[src/rtl/hilo_mul_unit.sv]
// Iterative radix-2 multiply/accumulate unit owning the MIPS HI/LO register pair.
// Latency WIDTH+1 cycles from Start to Done; Busy stalls issue, Start ignored while Busy.
module hilo_mul_unit #(
  parameter int WIDTH = 32
) (
  input  logic             Clk,
  input  logic             Rst,
  input  logic             Start,
  input  logic [2:0]       Op,
  input  logic [WIDTH-1:0] A,
  input  logic [WIDTH-1:0] B,
  input  logic             Abort,
  output logic [WIDTH-1:0] Hi,
  output logic [WIDTH-1:0] Lo,
  output logic             Busy,
  output logic             Done
);

  localparam int CW = $clog2(WIDTH + 1);

  typedef enum logic [1:0] {IDLE, RUN, FIX} state_t;

  state_t               state;
  logic [2*WIDTH-1:0]   mcand;
  logic [2*WIDTH-1:0]   prod;
  logic [WIDTH-1:0]     mplier;
  logic                 neg;
  logic [1:0]           op_q;
  logic [CW-1:0]        cnt;

  logic                 signed_op;
  logic [WIDTH-1:0]     a_mag;
  logic [WIDTH-1:0]     b_mag;
  logic [2*WIDTH-1:0]   hilo;
  logic [2*WIDTH-1:0]   prod_fix;
  logic [2*WIDTH-1:0]   acc_next;

  // Signed ops multiply magnitudes and restore the sign in FIX; MULTU passes raw operands.
  always_comb begin
    signed_op = (Op != 3'b001);
    a_mag     = (signed_op && A[WIDTH-1]) ? -A : A;
    b_mag     = (signed_op && B[WIDTH-1]) ? -B : B;
    hilo      = {Hi, Lo};
    prod_fix  = neg ? -prod : prod;
    case (op_q)
      2'b10:   acc_next = hilo + prod_fix;
      2'b11:   acc_next = hilo - prod_fix;
      default: acc_next = prod_fix;
    endcase
  end

  always_ff @(posedge Clk or negedge Rst) begin
    if (!Rst) begin
      state  <= IDLE;
      mcand  <= '0;
      prod   <= '0;
      mplier <= '0;
      neg    <= 1'b0;
      op_q   <= 2'b00;
      cnt    <= '0;
      Hi     <= '0;
      Lo     <= '0;
      Busy   <= 1'b0;
      Done   <= 1'b0;
    end else begin
      Done <= 1'b0;
      case (state)
        IDLE: begin
          // A flush arriving with a request cancels the request outright.
          if (Start && !Abort) begin
            if (!Op[2]) begin
              mcand  <= {{WIDTH{1'b0}}, a_mag};
              mplier <= b_mag;
              neg    <= signed_op && (A[WIDTH-1] ^ B[WIDTH-1]);
              op_q   <= Op[1:0];
              prod   <= '0;
              cnt    <= '0;
              Busy   <= 1'b1;
              state  <= RUN;
            end else if (Op[1:0] == 2'b00) begin
              Hi <= A;
            end else if (Op[1:0] == 2'b01) begin
              Lo <= A;
            end
          end
        end
        RUN: begin
          if (Abort) begin
            Busy  <= 1'b0;
            state <= IDLE;
          end else begin
            if (mplier[0]) prod <= prod + mcand;
            mcand  <= mcand << 1;
            mplier <= mplier >> 1;
            cnt    <= cnt + 1'b1;
            if (cnt == CW'(WIDTH - 1)) state <= FIX;
          end
        end
        FIX: begin
          if (!Abort) begin
            {Hi, Lo} <= acc_next;
            Done     <= 1'b1;
          end
          Busy  <= 1'b0;
          state <= IDLE;
        end
        default: begin
          Busy  <= 1'b0;
          state <= IDLE;
        end
      endcase
    end
  end

endmodule

[config.mk]
export PLATFORM = sky130hd
export DESIGN_NAME = hilo_mul_unit
export DESIGN_NICKNAME = d
export VERILOG_FILES = /design/src/rtl/hilo_mul_unit.sv
export SDC_FILE = /design/constraint.sdc
export NUM_CORES = 1
export LEC_CHECK = 0
export CORE_MARGIN = 3
export CORE_UTILIZATION = 50
export CTS_CLUSTER_DIAMETER = 30
export DETAILED_ROUTE_END_ITERATION = 12
export GPL_ROUTABILITY_DRIVEN = 0
export PLACE_DENSITY = 0.69
export SYNTH_ARGS = -nofsm -noshare
export SYNTH_HDL_FRONTEND = slang
export SYNTH_SLANG_ARGS = --single-unit
[constraint.sdc]
create_clock -name Clk -period 19.1 [get_ports Clk]
set_clock_uncertainty 0.1 [all_clocks]
set_input_delay 1.91 -clock Clk [delete_from_list [all_inputs] [get_ports Clk]]
set_output_delay 1.91 -clock Clk [all_outputs]
set_load 0.05 [all_outputs]
# Word-level counts from Yosys, hierarchy flattened
# Cells that the tools add are included.
# op_classes
n_addsub	7
mux	43
reduce_logical	16
eq_ne	18
bitwise	2
# ops
operator	count
$mux 64	8
$mux 32	14
$pmux 64 s2	3
$pmux 32 s2	3
$add 64x64->64	2
$neg 32->32	2
$neg 64->64	1
$sub 64x64->64	1
$ne 2x2->1 const B	10
$mux 6	3
$pmux 6 s2	1
$reduce_and 5->1	2
$reduce_and 3->1	3
$mux 2	4
$add 6x1->6 const B	1
$eq 2x2->1 const B	3
$eq 6x5->1 const B	1
$reduce_and 6->1	1
$mux 1	5
$eq 2x1->1 const B	2
$logic_and 1x1->1	4
$logic_not 2->1	2
$pmux 2 s2	1
$reduce_and 4->1	1
other kinds (7)	8
# word_totals
register_bits	237
wordCells	97
out_inout_bits	66
inputBits	71

# Logic depth before layout (Yosys ltp)
# depth
ltp_word	6
depth_mapped	28
depth_no_buf	26

# Least setup slack after synthesis
# Ideal clock, no wire load.
# synth_timing
path_type	reg-to-reg
start	register prod[16]
end	register Hi[31]
period_less_slack_ns	6.425
slack_ns	12.675
t_arrival_ns	6.201
stages_incl_launch_ff	28
required_ns	18.876
setup_time_ns	0.124
n_path_buf	5
cell_sequence	dfrtp_1 > buf_6 > or4_4 > or3_1 > buf_6 > or4_4 > buf_6 > o31ai_2 > a21o_1 > and4_1 > nand4_1 > o31a_1 > clkbuf_1 > a21oi_1 > xnor2_1 > ha_1 > clkbuf_1 > a21o_1 > a21o_1 > a21oi_1 > nand3_1 > or3_1 > o21ai_0 > o21ai_0 > a21oi_1 > xnor2_1 > mux2i_1 > nor2_1
# synth_between
elab_chain_len	6
elab_cells_between_ends	7
classes_between	add/sub (3); mux (4)
# synth_rtl
item	line	source
from (decl)	25	logic [2*WIDTH-1:0] prod;
from (signal assigned)	92	if (mplier[0]) prod <= prod + mcand;
$neg 64->64	44	prod_fix = neg ? -prod : prod;
$mux 64 *	44	
$sub 64x64->64 / $add 64x64->64 (equally long branches)	47, 46	
$pmux 64 s2 *	45	case (op_q)
$mux 32 *	100	if (!Abort) begin
$pmux 32 s2 *	67	case (state)
to (signal assigned)	101	{Hi, Lo} <= acc_next;
to (decl)	13	output logic [WIDTH-1:0] Hi,
# Mark *: on every way between the ends. The rest lies on a longest branch, timed or not. The select of a mux whose other input is x is not followed.
# A chain may end at the register's enable or synchronous reset.

# Worst setup path after layout
# layout_timing
start	register prod[0]
end	register Hi[31]
# The elaborated chain is that of the path after synthesis.

==> results.md <==
- Clock tree buffer depth: 3
- Adder-Cell Fraction of Synth Area: roughly 7.6%
- EDFF count, synth: 0
- Die area: 46310 um2
- Achievable frequency: 0.1299 GHz
- Layout area overhead: 18.86%
- Hpwl dp: 53.34 mm
- Critical Path Sink Type: flip-flop
- Post-synth cell types: 79
- Synth top area share: 27.10%
- Clk sinks: 237
- Worst path buffer plus inverter count: 1
- Slew Limit Fails: 0
- Post-Route WL: a little over 70 mm
- Hold Violations, Final: 0
- Compound-Gate Fraction of Synth Area: 28.23%
- 1st-pass router iterations: 6
- Psw: 1.904 mW
- Share of cells above drive strength 1: under 10%
- Post-route setup TNS: 0 ps
- Die height: 215.2 um
- Residual DRC: 0
- Worst-path clk slew: 40 ps
- Post-synthesis simple-gate area fraction: 20.22%
- Post-layout instance count excluding filler cells: approximately 3600
- Crit Path Max Fanout: 11
- Clk Tree Root Cell: clkbuf_16
- Critical path type: reg -> reg
- Synth area leader: dfrtp_1
- Initial antenna violation count: 2
- Main synth FF type: dfrtp_1
- Detailed Route Iter0 Violations: 2172
- Post-Syn Area per Cell: 7.632 um2
- Die Span X: between 200 and 250 um
- Gate power share: 54.4%
- Synth Area in XOR/XNOR: 11.93%
- FFs w/ async S/R, synth: 100.0%
- Dpl cells: 3441
- CTS tree: built
- Inserted Clock Buffers: around 70
- Mapped Cells: 2867
- Final period util: 40.30%
- Status: completed
- Post-Syn Area: 21880 um2
- Core ar.: between 40000 and 50000 um2
- Slowest cell on the critical path: nor4_1
- DR vias: 22024
- Post-route ant nets: 0
- CTS HTree Levels: 3
- CP cell instances: inv_1 > ha_1 > nor3b_1 > nand4_1 > nor4_1 > mux2i_1 > a21o_1 > and4_1 > nand4_1 > o31a_1 > a21oi_1 > xnor2_1 > ha_1 > a21o_1 > a21o_1 > a21oi_1 > nand3_1 > or3_1 > o21ai_0 > o21ai_0 > a21oi_1 > xnor2_1 > mux2i_1 > nor2_1
- WL/cell: 20.01 um
- Synth top area cells: dfrtp_1 (27%), ha_1 (7.4%), o21ai_0 (6.9%)
- MaxCap Viol Count: 0
- Top-count cell post-synth: nand2_1
- Yosys reg bits: around 240
- VDD IR max: 0.08694 mV
- M2 GR Usage: between 40% and 50%
- Clk Latency, worst-skew pair: 610 ps
- Mux cell area share after synthesis: 0.9606%
- GR Util met1: a little over two fifths
- Hold_buf cts: 0
- Final core utilization: 60.25%
- I/O Pins: 137
- Worst Setup Start Kind: flip-flop
- Crit path largest cell delay: 740 ps
- Kind of cell adding the most delay to the critical path: simple AND/OR/NAND/NOR gates
- Total GRT Usage: 30.00%
- Antenna cells: 0
- Count of buffers from port buffering: 136
- Synth Net Count: 3070
- Post-CTS setup buffer count: 0
- Arr. time, crit path: 8070 ps
- Via density: 6.173
- Synth warnings: 0
- Synth top cells by count: nand2_1 (397), o21ai_0 (301), a21oi_1 (283), nor2_1 (245), dfrtp_1 (237)
- Met3 usage in global routing: under 10%
- Leak pwr: 11.50 nW
- Row count: 76
- Measured slew at the worst slew-check pin: 906.6 ps
- Clock group share of total power: 28.4%
- First-pass GRT wire length: 112.0 mm
- Register area share after synthesis: 27.10%
- Sequential share of power: 17.3%
- Power Density: 160.7 nW/um2
- Initial Utilization: 50.69%
- Largest family of logic cells by synthesized area: compound AO/OA/AOI/OAI gates
- Net Sw Frac: 45.56%
- Pint: 2.275 mW
- Largest net degree at the start of global routing: 159
- Rel. slew slack: 39.00%
- Cts repair resizes: 0
- Period minus WS final: 7696 ps
- # setup viols final: 0
- Nets: about 3100
- Tightest Hold Check Type: reg -> reg
- RSZ-0062 raised after global routing: false
- GR peak layer: met2
- Grt ovf: 0
- Number of global-route vias before repair: between 20000 and 25000
- CP required: 19480 ps
## cells in the final DEF, fill, tap and decap left out, types with 71 or more instances in the layout
cell and instances:
o31ai_1 73, nor2_1 242, dfrtp_1 235, a21oi_1 283, ha_1 130, nand2_1 397
o21ai_0 301, a21o_1 84, xor2_1 142, clkbuf_16 71, xnor2_1 156, clkdlybuf4s50_1 135
## layer usage
metal,vias to the layer above,routed length [um]
li1,10540,-
met1,10265,31380
met2,1049,29830
met3,164,6911
met4,6,3221
met5,-,41
## final timing paths
check                      cells past startpoint  slack (ps)         end       start
max in group asynchronous                      2       16390   mcand[34]         Rst
min in group asynchronous                      1        1170      Hi[23]         Rst
hold / removal                                 2         370  mplier[10]  mplier[10]
setup reg to reg                              24       11400      Hi[31]     prod[0]
setup / recovery                              24       11400      Hi[31]     prod[0]
hold reg to reg                                2         370  mplier[10]  mplier[10]
## power groups by stage
stage / sequential, mW / combinational [mW] / clock [mW]
2_1_floorplan: 0.768 / 1.63 / 0
5_1_grt: 0.734 / 2.47 / 1.23
6_report: 0.722 / 2.27 / 1.19
4_1_cts: 0.717 / 2.22 / 1.20
3_3_place_gp: 0.718 / 2.17 / 0
3_5_place_dp: 0.722 / 2.21 / 0
## logic make-up (layout without fill, tap and decap cells)
group                    after synthesis  after routing
AO/OA/AOI/OAI                        994            994
AND/OR/NAND/NOR                      964            964
XOR/XNOR                             298            298
flip-flops                           237            237
buffers and inverters                222            338
adder cells (fa/ha/maj)              132            132
multiplexers                          20             20
## tightest hold or removal path, cell delays in order (launching register included)
cell,delay (ps)
dfrtp_1,330
nand2_1,40
o21ai_0,60
## cell type report
| type | instances | area, um2 |
|---|---|---|
| clock inverter | 25 | 367.9 |
| sequential | 237 | 5933 |
| clock buffer | 102 | 2093 |
| fill | 3902 | 17160 |
| timing repair buffer | 157 | 1536 |
| multi-input combinational | 2408 | 15140 |
| tap | 585 | 732.0 |
| inverter | 54 | 202.7 |
## metrics by stage
stage               hold slack [ps]  setup WS, ps  cell area, um2  total power, mW
floorplan                     344.7         12680           21880            2.398
global placement              361.5         11920           23550            2.886
detailed placement            370.7         11620           23550            2.927
CTS                           380.2         11590           26010            4.137
global route                  403.6         10950           26010            4.439
finish                        373.5         11400           26010            4.180
## sequential cells by signal, indices dropped and copies added (netlist names)
register and cells:
Busy 1, Done 1, Hi 32, Lo 32
cnt 6, mcand 64, mplier 32, neg 1
op_q 2, prod 64, state 2
(Power assumes the default switching activity.)
